$ cat src/rtl/cnn_pkg.sv
// Shared types and defaults for the CNN layer sequencers.
package cnn_pkg;

  typedef enum logic [1:0] {
    ST_IDLE = 2'd0,
    ST_RUN  = 2'd1,
    ST_DONE = 2'd2
  } state_t;

  localparam int IMG_W_DEF = 32;
  localparam int IMG_H_DEF = 32;
  localparam int K_DEF     = 5;
  localparam int POOL_DEF  = 2;

  function automatic int clog2(input int value);
    int r;
    int x;
    r = 0;
    x = value - 1;
    while (x > 0) begin
      r = r + 1;
      x = x >> 1;
    end
    return r;
  endfunction

  // One spare bit so a counter can hold the dimension itself, not just its last index.
  localparam int CW_DEF = clog2(IMG_W_DEF > IMG_H_DEF ? IMG_W_DEF : IMG_H_DEF) + 1;

endpackage

$ cat src/rtl/raster_counter.sv
// Raster-scan row/col position counter: advances one column per enable, wrapping rows
// and frames; exposes last-column / last-row flags of the current position.
module raster_counter #(
  parameter int W  = 32,
  parameter int H  = 32,
  parameter int CW = 6
) (
  input  logic          clk,
  input  logic          reset,
  input  logic          i_clr,
  input  logic          i_en,
  output logic [CW-1:0] o_row,
  output logic [CW-1:0] o_col,
  output logic          o_col_last,
  output logic          o_row_last
);

  localparam logic [CW-1:0] COL_MAX = CW'(W - 1);
  localparam logic [CW-1:0] ROW_MAX = CW'(H - 1);

  logic [CW-1:0] r_row;
  logic [CW-1:0] r_col;

  always_ff @(posedge clk) begin
    if (!reset) begin
      r_row <= '0;
      r_col <= '0;
    end else if (i_clr) begin
      r_row <= '0;
      r_col <= '0;
    end else if (i_en) begin
      if (r_col == COL_MAX) begin
        r_col <= '0;
        r_row <= (r_row == ROW_MAX) ? '0 : r_row + 1'b1;
      end else begin
        r_col <= r_col + 1'b1;
      end
    end
  end

  assign o_row      = r_row;
  assign o_col      = r_col;
  assign o_col_last = (r_col == COL_MAX);
  assign o_row_last = (r_row == ROW_MAX);

endmodule

$ cat src/rtl/conv_pool_sequencer.sv
// Sequences one conv + max-pool layer over a raster pixel stream; window/pool flags
// are registered one cycle after accept, and out_ready low stalls acceptance.
module conv_pool_sequencer
  import cnn_pkg::*;
#(
  parameter int IMG_W = IMG_W_DEF,
  parameter int IMG_H = IMG_H_DEF,
  parameter int K     = K_DEF,
  parameter int POOL  = POOL_DEF,
  parameter int CW    = CW_DEF
) (
  input  logic          clk,
  input  logic          reset,
  input  logic          start,
  input  logic          pxl_valid,
  output logic          pxl_ready,
  input  logic          out_ready,
  output logic          conv_en,
  output logic          win_valid,
  output logic          pool_en,
  output logic          pool_valid,
  output logic [CW-1:0] row,
  output logic [CW-1:0] col,
  output logic          busy,
  output logic          frame_done
);

  localparam logic [CW-1:0] KM1    = CW'(K - 1);
  localparam logic [CW-1:0] POOL_C = CW'(POOL);
  localparam logic [CW-1:0] POOLM1 = CW'(POOL - 1);

  state_t        r_state;
  logic [CW-1:0] r_row;
  logic [CW-1:0] r_col;
  logic          r_win_valid;
  logic          r_pool_en;
  logic          r_pool_valid;
  logic          r_busy;
  logic          r_frame_done;

  logic          w_accept;
  logic          w_arm;
  logic [CW-1:0] w_row_next;
  logic [CW-1:0] w_col_next;
  logic          w_col_last;
  logic          w_row_last;
  logic          w_win;
  logic [CW-1:0] w_cr;
  logic [CW-1:0] w_cc;
  logic          w_pool_hit;

  assign pxl_ready = (r_state == ST_RUN) && out_ready;
  assign w_accept  = pxl_valid && pxl_ready;
  assign conv_en   = w_accept;
  assign w_arm     = (r_state == ST_IDLE) && start;

  // Counter holds the position of the pixel about to be accepted.
  raster_counter #(
    .W  (IMG_W),
    .H  (IMG_H),
    .CW (CW)
  ) u_raster (
    .clk        (clk),
    .reset      (reset),
    .i_clr      (w_arm),
    .i_en       (w_accept),
    .o_row      (w_row_next),
    .o_col      (w_col_next),
    .o_col_last (w_col_last),
    .o_row_last (w_row_last)
  );

  assign w_win      = (w_row_next >= KM1) && (w_col_next >= KM1);
  assign w_cr       = w_row_next - KM1;
  assign w_cc       = w_col_next - KM1;
  assign w_pool_hit = ((w_cr % POOL_C) == POOLM1) && ((w_cc % POOL_C) == POOLM1);

  always_ff @(posedge clk) begin
    if (!reset) begin
      r_state      <= ST_IDLE;
      r_row        <= '0;
      r_col        <= '0;
      r_win_valid  <= 1'b0;
      r_pool_en    <= 1'b0;
      r_pool_valid <= 1'b0;
      r_busy       <= 1'b0;
      r_frame_done <= 1'b0;
    end else begin
      r_win_valid  <= w_accept && w_win;
      r_pool_en    <= w_accept && w_win;
      r_pool_valid <= w_accept && w_win && w_pool_hit;
      r_frame_done <= 1'b0;
      case (r_state)
        ST_IDLE: begin
          if (start) begin
            r_state <= ST_RUN;
            r_busy  <= 1'b1;
            r_row   <= '0;
            r_col   <= '0;
          end
        end
        ST_RUN: begin
          if (w_accept) begin
            r_row <= w_row_next;
            r_col <= w_col_next;
            if (w_col_last && w_row_last) begin
              r_state      <= ST_DONE;
              r_frame_done <= 1'b1;
            end
          end
        end
        ST_DONE: begin
          r_state <= ST_IDLE;
          r_busy  <= 1'b0;
        end
        default: begin
          r_state <= ST_IDLE;
          r_busy  <= 1'b0;
        end
      endcase
    end
  end

  assign win_valid  = r_win_valid;
  assign pool_en    = r_pool_en;
  assign pool_valid = r_pool_valid;
  assign row        = r_row;
  assign col        = r_col;
  assign busy       = r_busy;
  assign frame_done = r_frame_done;

endmodule

$ cat config.mk
export PLATFORM = sky130hd
export DESIGN_NAME = conv_pool_sequencer
export DESIGN_NICKNAME = d
export VERILOG_FILES = /design/src/rtl/cnn_pkg.sv /design/src/rtl/raster_counter.sv /design/src/rtl/conv_pool_sequencer.sv
export SDC_FILE = /design/constraint.sdc
export NUM_CORES = 1
export LEC_CHECK = 0
export ABC_AREA = 1
export CORE_MARGIN = 8
export CORE_UTILIZATION = 46
export DETAILED_ROUTE_END_ITERATION = 12
export PLACE_DENSITY = 0.74
export SKIP_CTS_REPAIR_TIMING = 1
export SYNTH_ARGS = -nofsm -noshare
export SYNTH_HDL_FRONTEND = slang
export SYNTH_SLANG_ARGS = --single-unit
$ cat constraint.sdc
create_clock -name clk -period 1.3 [get_ports clk]
set_input_delay 0.13 -clock clk [delete_from_list [all_inputs] [get_ports clk]]
set_output_delay 0.13 -clock clk [all_outputs]
set_load 0.05 [all_outputs]
==> report_table.html <==
<table>
<tr><th>Metric</th><th>Value</th></tr>
<tr><th colspan="2">Setup path</th></tr>
<tr><td>Critical path, cell by cell</td><td>ha_4, nand2_4, nor2_4, nand2_2, nor2_4, nand2_2, nand2_2, nor2_1</td></tr>
<tr><td>Data required time of the worst path</td><td>1.53 ns</td></tr>
<tr><td>Largest stage delay on the critical path</td><td>0.37 ns</td></tr>
<tr><td>Top cell family by delay on the critical path</td><td>simple AND/OR/NAND/NOR gates</td></tr>
<tr><td>Worst setup SP type</td><td>flip-flop</td></tr>
<tr><td>Worst-path cell with the longest stage delay</td><td>sky130_fd_sc_hd__dfxtp_2</td></tr>
<tr><td>Worst EP arrival</td><td>1.58 ns</td></tr>
<tr><td>CP Max Fanout</td><td>7</td></tr>
<tr><td>Crit-path most repeated cell</td><td>sky130_fd_sc_hd__nand2_2</td></tr>
<tr><td>Critical Path End Type</td><td>flip-flop</td></tr>
<tr><td>WP buf/inv</td><td>0</td></tr>
<tr><td>Critical path class</td><td>flip-flop to flip-flop</td></tr>
<tr><th colspan="2">GRT</th></tr>
<tr><td>Sum of overflow across all layers after global routing</td><td>0</td></tr>
<tr><td>Antenna violations before repair</td><td>0</td></tr>
<tr><td>Total Routing Usage GR</td><td>0.146</td></tr>
<tr><td>Via count of the first global-routing pass</td><td>1,328</td></tr>
<tr><td>Maximum number of pins on one net before global-route repair</td><td>16</td></tr>
<tr><td>First-pass GRT wire length</td><td>5980 microns</td></tr>
<tr><th colspan="2">Outcome</th></tr>
<tr><td>Run status</td><td>finished with violations</td></tr>
<tr><td>Violated checks</td><td>setup timing</td></tr>
<tr><th colspan="2">Synthesis</th></tr>
<tr><td>Total standard cell area after synthesis</td><td>0.00136 sq mm</td></tr>
<tr><td>Number of instances in the synthesized netlist</td><td>186</td></tr>
<tr><td>Cell taking the most area after synthesis</td><td>sky130_fd_sc_hd__dfxtp_1</td></tr>
<tr><td>Number of register bits inferred by synthesis</td><td>30</td></tr>
<tr><td>Distinct cell type count of the synthesized netlist</td><td>21</td></tr>
<tr><td>Yosys synthesis warning count</td><td>0</td></tr>
<tr><td>Total nets after synthesis</td><td>195</td></tr>
<tr><td>Sequential element share of the synthesized area</td><td>0.443</td></tr>
<tr><td>Syn Area/Cell</td><td>7.29 sq um</td></tr>
<tr><td>Yosys top cell area share</td><td>0.443</td></tr>
<tr><td>Biggest area contributors in the synthesized netlist</td><td>sky130_fd_sc_hd__dfxtp_1, sky130_fd_sc_hd__nand2_1, sky130_fd_sc_hd__a21oi_1, sky130_fd_sc_hd__nor2_1, sky130_fd_sc_hd__inv_1</td></tr>
<tr><th colspan="2">Finish</th></tr>
<tr><td>Number of antenna diodes</td><td>0</td></tr>
<tr><td>Area of the multi-input gates</td><td>688 sq um</td></tr>
<tr><td>Final-stage net count</td><td>234</td></tr>
<tr><td>Fraction of the core area covered by cells at the end of the flow</td><td>0.723</td></tr>
<tr><td>Reg area</td><td>607 sq um</td></tr>
<tr><td>Fraction of final layout cells with drive strength greater than 1</td><td>0.298</td></tr>
<tr><td>Final-layout fill cell count</td><td>233</td></tr>
<tr><td>Post-route insts no fill</td><td>256</td></tr>
<tr><td>P&amp;R area growth vs syn</td><td>48.2%</td></tr>
<tr><th colspan="2">Power</th></tr>
<tr><td>Pwr dens</td><td>1000 mW/mm^2</td></tr>
<tr><td>Clock network power share</td><td>0.258</td></tr>
<tr><td>Peak VDD IR</td><td>0.000945 V</td></tr>
<tr><td>Combinational power share</td><td>0.245</td></tr>
<tr><td>Net switching power</td><td>0.000641 W</td></tr>
<tr><td>P_leak</td><td>0.837 nW</td></tr>
<tr><td>Sequential Power Share</td><td>0.496</td></tr>
<tr><td>Net switching share of the total power</td><td>0.318</td></tr>
<tr><td>Design internal power</td><td>0.00138 W</td></tr>
<tr><th colspan="2">Timing</th></tr>
<tr><td>Maximum clock skew at final layout</td><td>0.0110 ns</td></tr>
<tr><td>Maximum achievable frequency</td><td>743 MHz</td></tr>
<tr><td>Least-Margin Pin Slew</td><td>0.228 ns</td></tr>
<tr><td>Final clock period utilization by the worst path</td><td>1.03</td></tr>
<tr><td>Hold Vio Cnt, Final</td><td>0</td></tr>
<tr><td>Post-route setup slack</td><td>-0.0450 ns</td></tr>
<tr><td>Final-report max-slew violation count</td><td>0</td></tr>
<tr><td>Max_slew headroom</td><td>0.848</td></tr>
<tr><td>Crit path time final</td><td>1.35 ns</td></tr>
<tr><td>Number of setup violations in the final report</td><td>4</td></tr>
<tr><td>Unrepaired setup endpoints after global routing</td><td>yes</td></tr>
<tr><th colspan="2">Routing</th></tr>
<tr><td>Total vias in the final route</td><td>1,348</td></tr>
<tr><td>Number of vias per cell after detailed routing</td><td>5.27</td></tr>
<tr><td>First drt pass iteration count</td><td>4</td></tr>
<tr><td>Sum of routed wire length over all layers</td><td>3720 microns</td></tr>
<tr><td>Post-DR wirelength/cell</td><td>14.5 microns</td></tr>
<tr><td>ANT nets after route</td><td>0</td></tr>
<tr><td>Starting DRT DRC Count</td><td>59</td></tr>
<tr><td>DRC errors left</td><td>0</td></tr>
<tr><th colspan="2">Floorplanning</th></tr>
<tr><td>Placement row count</td><td>19</td></tr>
<tr><td>Chip width</td><td>70.3 microns</td></tr>
<tr><td>Overall die area</td><td>0.00494 sq mm</td></tr>
<tr><td>Core Footprint</td><td>0.00278 sq mm</td></tr>
<tr><td>Boundary pin count</td><td>24</td></tr>
<tr><td>Die height</td><td>70.3 microns</td></tr>
<tr><td>Initial core utilization</td><td>0.488</td></tr>
<tr><th colspan="2">Worst hold path</th></tr>
<tr><td>Hold crit path type</td><td>flip-flop to flip-flop</td></tr>
<tr><th colspan="2">Clocking</th></tr>
<tr><td>CTS root buf</td><td>sky130_fd_sc_hd__clkbuf_4</td></tr>
<tr><td>Number of sinks handled by clock tree synthesis</td><td>30</td></tr>
<tr><td>Clock-pin slew on the worst setup and hold paths</td><td>0.10 ns</td></tr>
<tr><td>CTS tree</td><td>yes</td></tr>
<tr><td>Total clock buffers created by CTS</td><td>5</td></tr>
<tr><td>H-tree lvl count</td><td>2</td></tr>
<tr><td>Worst skew pair latency</td><td>0.33 ns</td></tr>
<tr><td>Clock tree buffer depth</td><td>2</td></tr>
<tr><th colspan="2">Placement</th></tr>
<tr><td>Setup slack after placement</td><td>-0.193 ns</td></tr>
<tr><td>Half-perimeter wire length of the detailed placement result</td><td>2790 microns</td></tr>
<tr><td>Dpl cells</td><td>248</td></tr>
<tr><td>Placer congestion estimate</td><td>0.931</td></tr>
<tr><td>Port Buffer Count</td><td>23</td></tr>
<tr><th colspan="2">Run</th></tr>
<tr><td>MaxCap Viol Count</td><td>0</td></tr>
</table>
through the flow:
step	power (W)	hold WS [ns]	TNS [ns]	instance area, sq um
after floorplan	0.00126	0.272	0	1360
after global placement	0.00149	0.466	-1.09	1880
after detailed placement	0.00150	0.481	-2.15	1880
after CTS	0.00200	0.493	-1.02	1930
after global routing	0.00208	0.470	-0.795	2010
final	0.00202	0.450	-0.159	2010
cells by family (layout without fill, tap and decap cells):
family,count (synthesis),count (layout),share of synthesized area
flip-flops,30,30,0.443
AO/OA/AOI/OAI,37,37,0.137
XOR/XNOR,2,2,0.0129
adder cells (fa/ha/maj),4,4,0.0369
buffers and inverters,29,68,0.0932
AND/OR/NAND/NOR,84,84,0.278
cells in the mapped netlist:
master                    count
sky130_fd_sc_hd__nand3_1     14
sky130_fd_sc_hd__nor3_1       2
sky130_fd_sc_hd__o21ai_1      1
sky130_fd_sc_hd__nor2_1      27
sky130_fd_sc_hd__nand3_2      1
sky130_fd_sc_hd__nand2_2      3
sky130_fd_sc_hd__nor2_2       2
sky130_fd_sc_hd__buf_2        2
sky130_fd_sc_hd__inv_2        3
sky130_fd_sc_hd__nand2_1     30
sky130_fd_sc_hd__ha_1         4
sky130_fd_sc_hd__nor2_4       2
sky130_fd_sc_hd__buf_6        1
sky130_fd_sc_hd__a21oi_1     21
sky130_fd_sc_hd__buf_1        1
sky130_fd_sc_hd__nand4_1      3
sky130_fd_sc_hd__inv_1       20
sky130_fd_sc_hd__dfxtp_1     30
sky130_fd_sc_hd__buf_4        2
sky130_fd_sc_hd__xor2_1       2
sky130_fd_sc_hd__o21ai_0     15
final cells by class:
class                      count  share of cell area
multi-input combinational    127               0.342
sequential                    30               0.302
timing repair buffer          38               0.269
inverter                      23              0.0442
tap                           31              0.0193
clock buffer                   5              0.0187
clock inverter                 2             0.00498
flip-flops by register name, indices dropped and copies added, names as in the netlist:
register	count
frame_done	1
u_raster.o_col	6
pool_en	1
r_state	2
u_raster.o_row	6
busy	1
col	6
pool_valid	1
row	6
worst paths after layout:
check                                       start           endpoint  slack [ns]  depth (start not counted)
worst min register to register         r_state[1]               busy        0.45                          1
worst min-delay path                   r_state[1]               busy        0.45                          1
worst max-delay path            u_raster.o_col[1]  u_raster.o_row[3]       -0.05                          8
worst max register to register  u_raster.o_col[1]  u_raster.o_row[3]       -0.05                          8
worst register-to-register path, cell delays in order (launching register included):
cell	delay (ns)
sky130_fd_sc_hd__dfxtp_2	0.37
sky130_fd_sc_hd__ha_4	0.17
sky130_fd_sc_hd__nand2_4	0.06
sky130_fd_sc_hd__nor2_4	0.12
sky130_fd_sc_hd__nand2_2	0.07
sky130_fd_sc_hd__nor2_4	0.22
sky130_fd_sc_hd__nand2_2	0.11
sky130_fd_sc_hd__nand2_2	0.10
sky130_fd_sc_hd__nor2_1	0.04
layout by cell type, fill, tap and decap left out, types with 4 or more instances in the layout:
| master | instances |
|---|---|
| sky130_fd_sc_hd__nor2_4 | 4 |
| sky130_fd_sc_hd__buf_12 | 19 |
| sky130_fd_sc_hd__nand3_1 | 12 |
| sky130_fd_sc_hd__nand2_1 | 28 |
| sky130_fd_sc_hd__a21oi_1 | 20 |
| sky130_fd_sc_hd__clkbuf_4 | 5 |
| sky130_fd_sc_hd__clkdlybuf4s50_1 | 4 |
| sky130_fd_sc_hd__buf_4 | 13 |
| sky130_fd_sc_hd__dfxtp_2 | 5 |
| sky130_fd_sc_hd__nor2_1 | 25 |
| sky130_fd_sc_hd__o21ai_0 | 15 |
| sky130_fd_sc_hd__inv_2 | 4 |
| sky130_fd_sc_hd__inv_1 | 18 |
| sky130_fd_sc_hd__nand2_2 | 4 |
| sky130_fd_sc_hd__dfxtp_1 | 25 |
per-layer routing:
metal,global-route usage,part of all wire
met1,0.157,0.40
met2,0.243,0.52
met3,0.0523,0.061
met4,0.0759,0.018
met5,0,0
power by group through the flow:
| stage | registers [W] | clock network, W | logic [W] |
|---|---|---|---|
| floorplan | 0.00112 | 0 | 0.000140 |
| global placement | 0.00102 | 0 | 0.000476 |
| detailed placement | 0.00102 | 0 | 0.000484 |
| CTS | 0.000998 | 0.000518 | 0.000486 |
| global route | 0.00101 | 0.000552 | 0.000526 |
| finish | 0.00100 | 0.000521 | 0.000495 |
(Power assumes the default switching activity.)
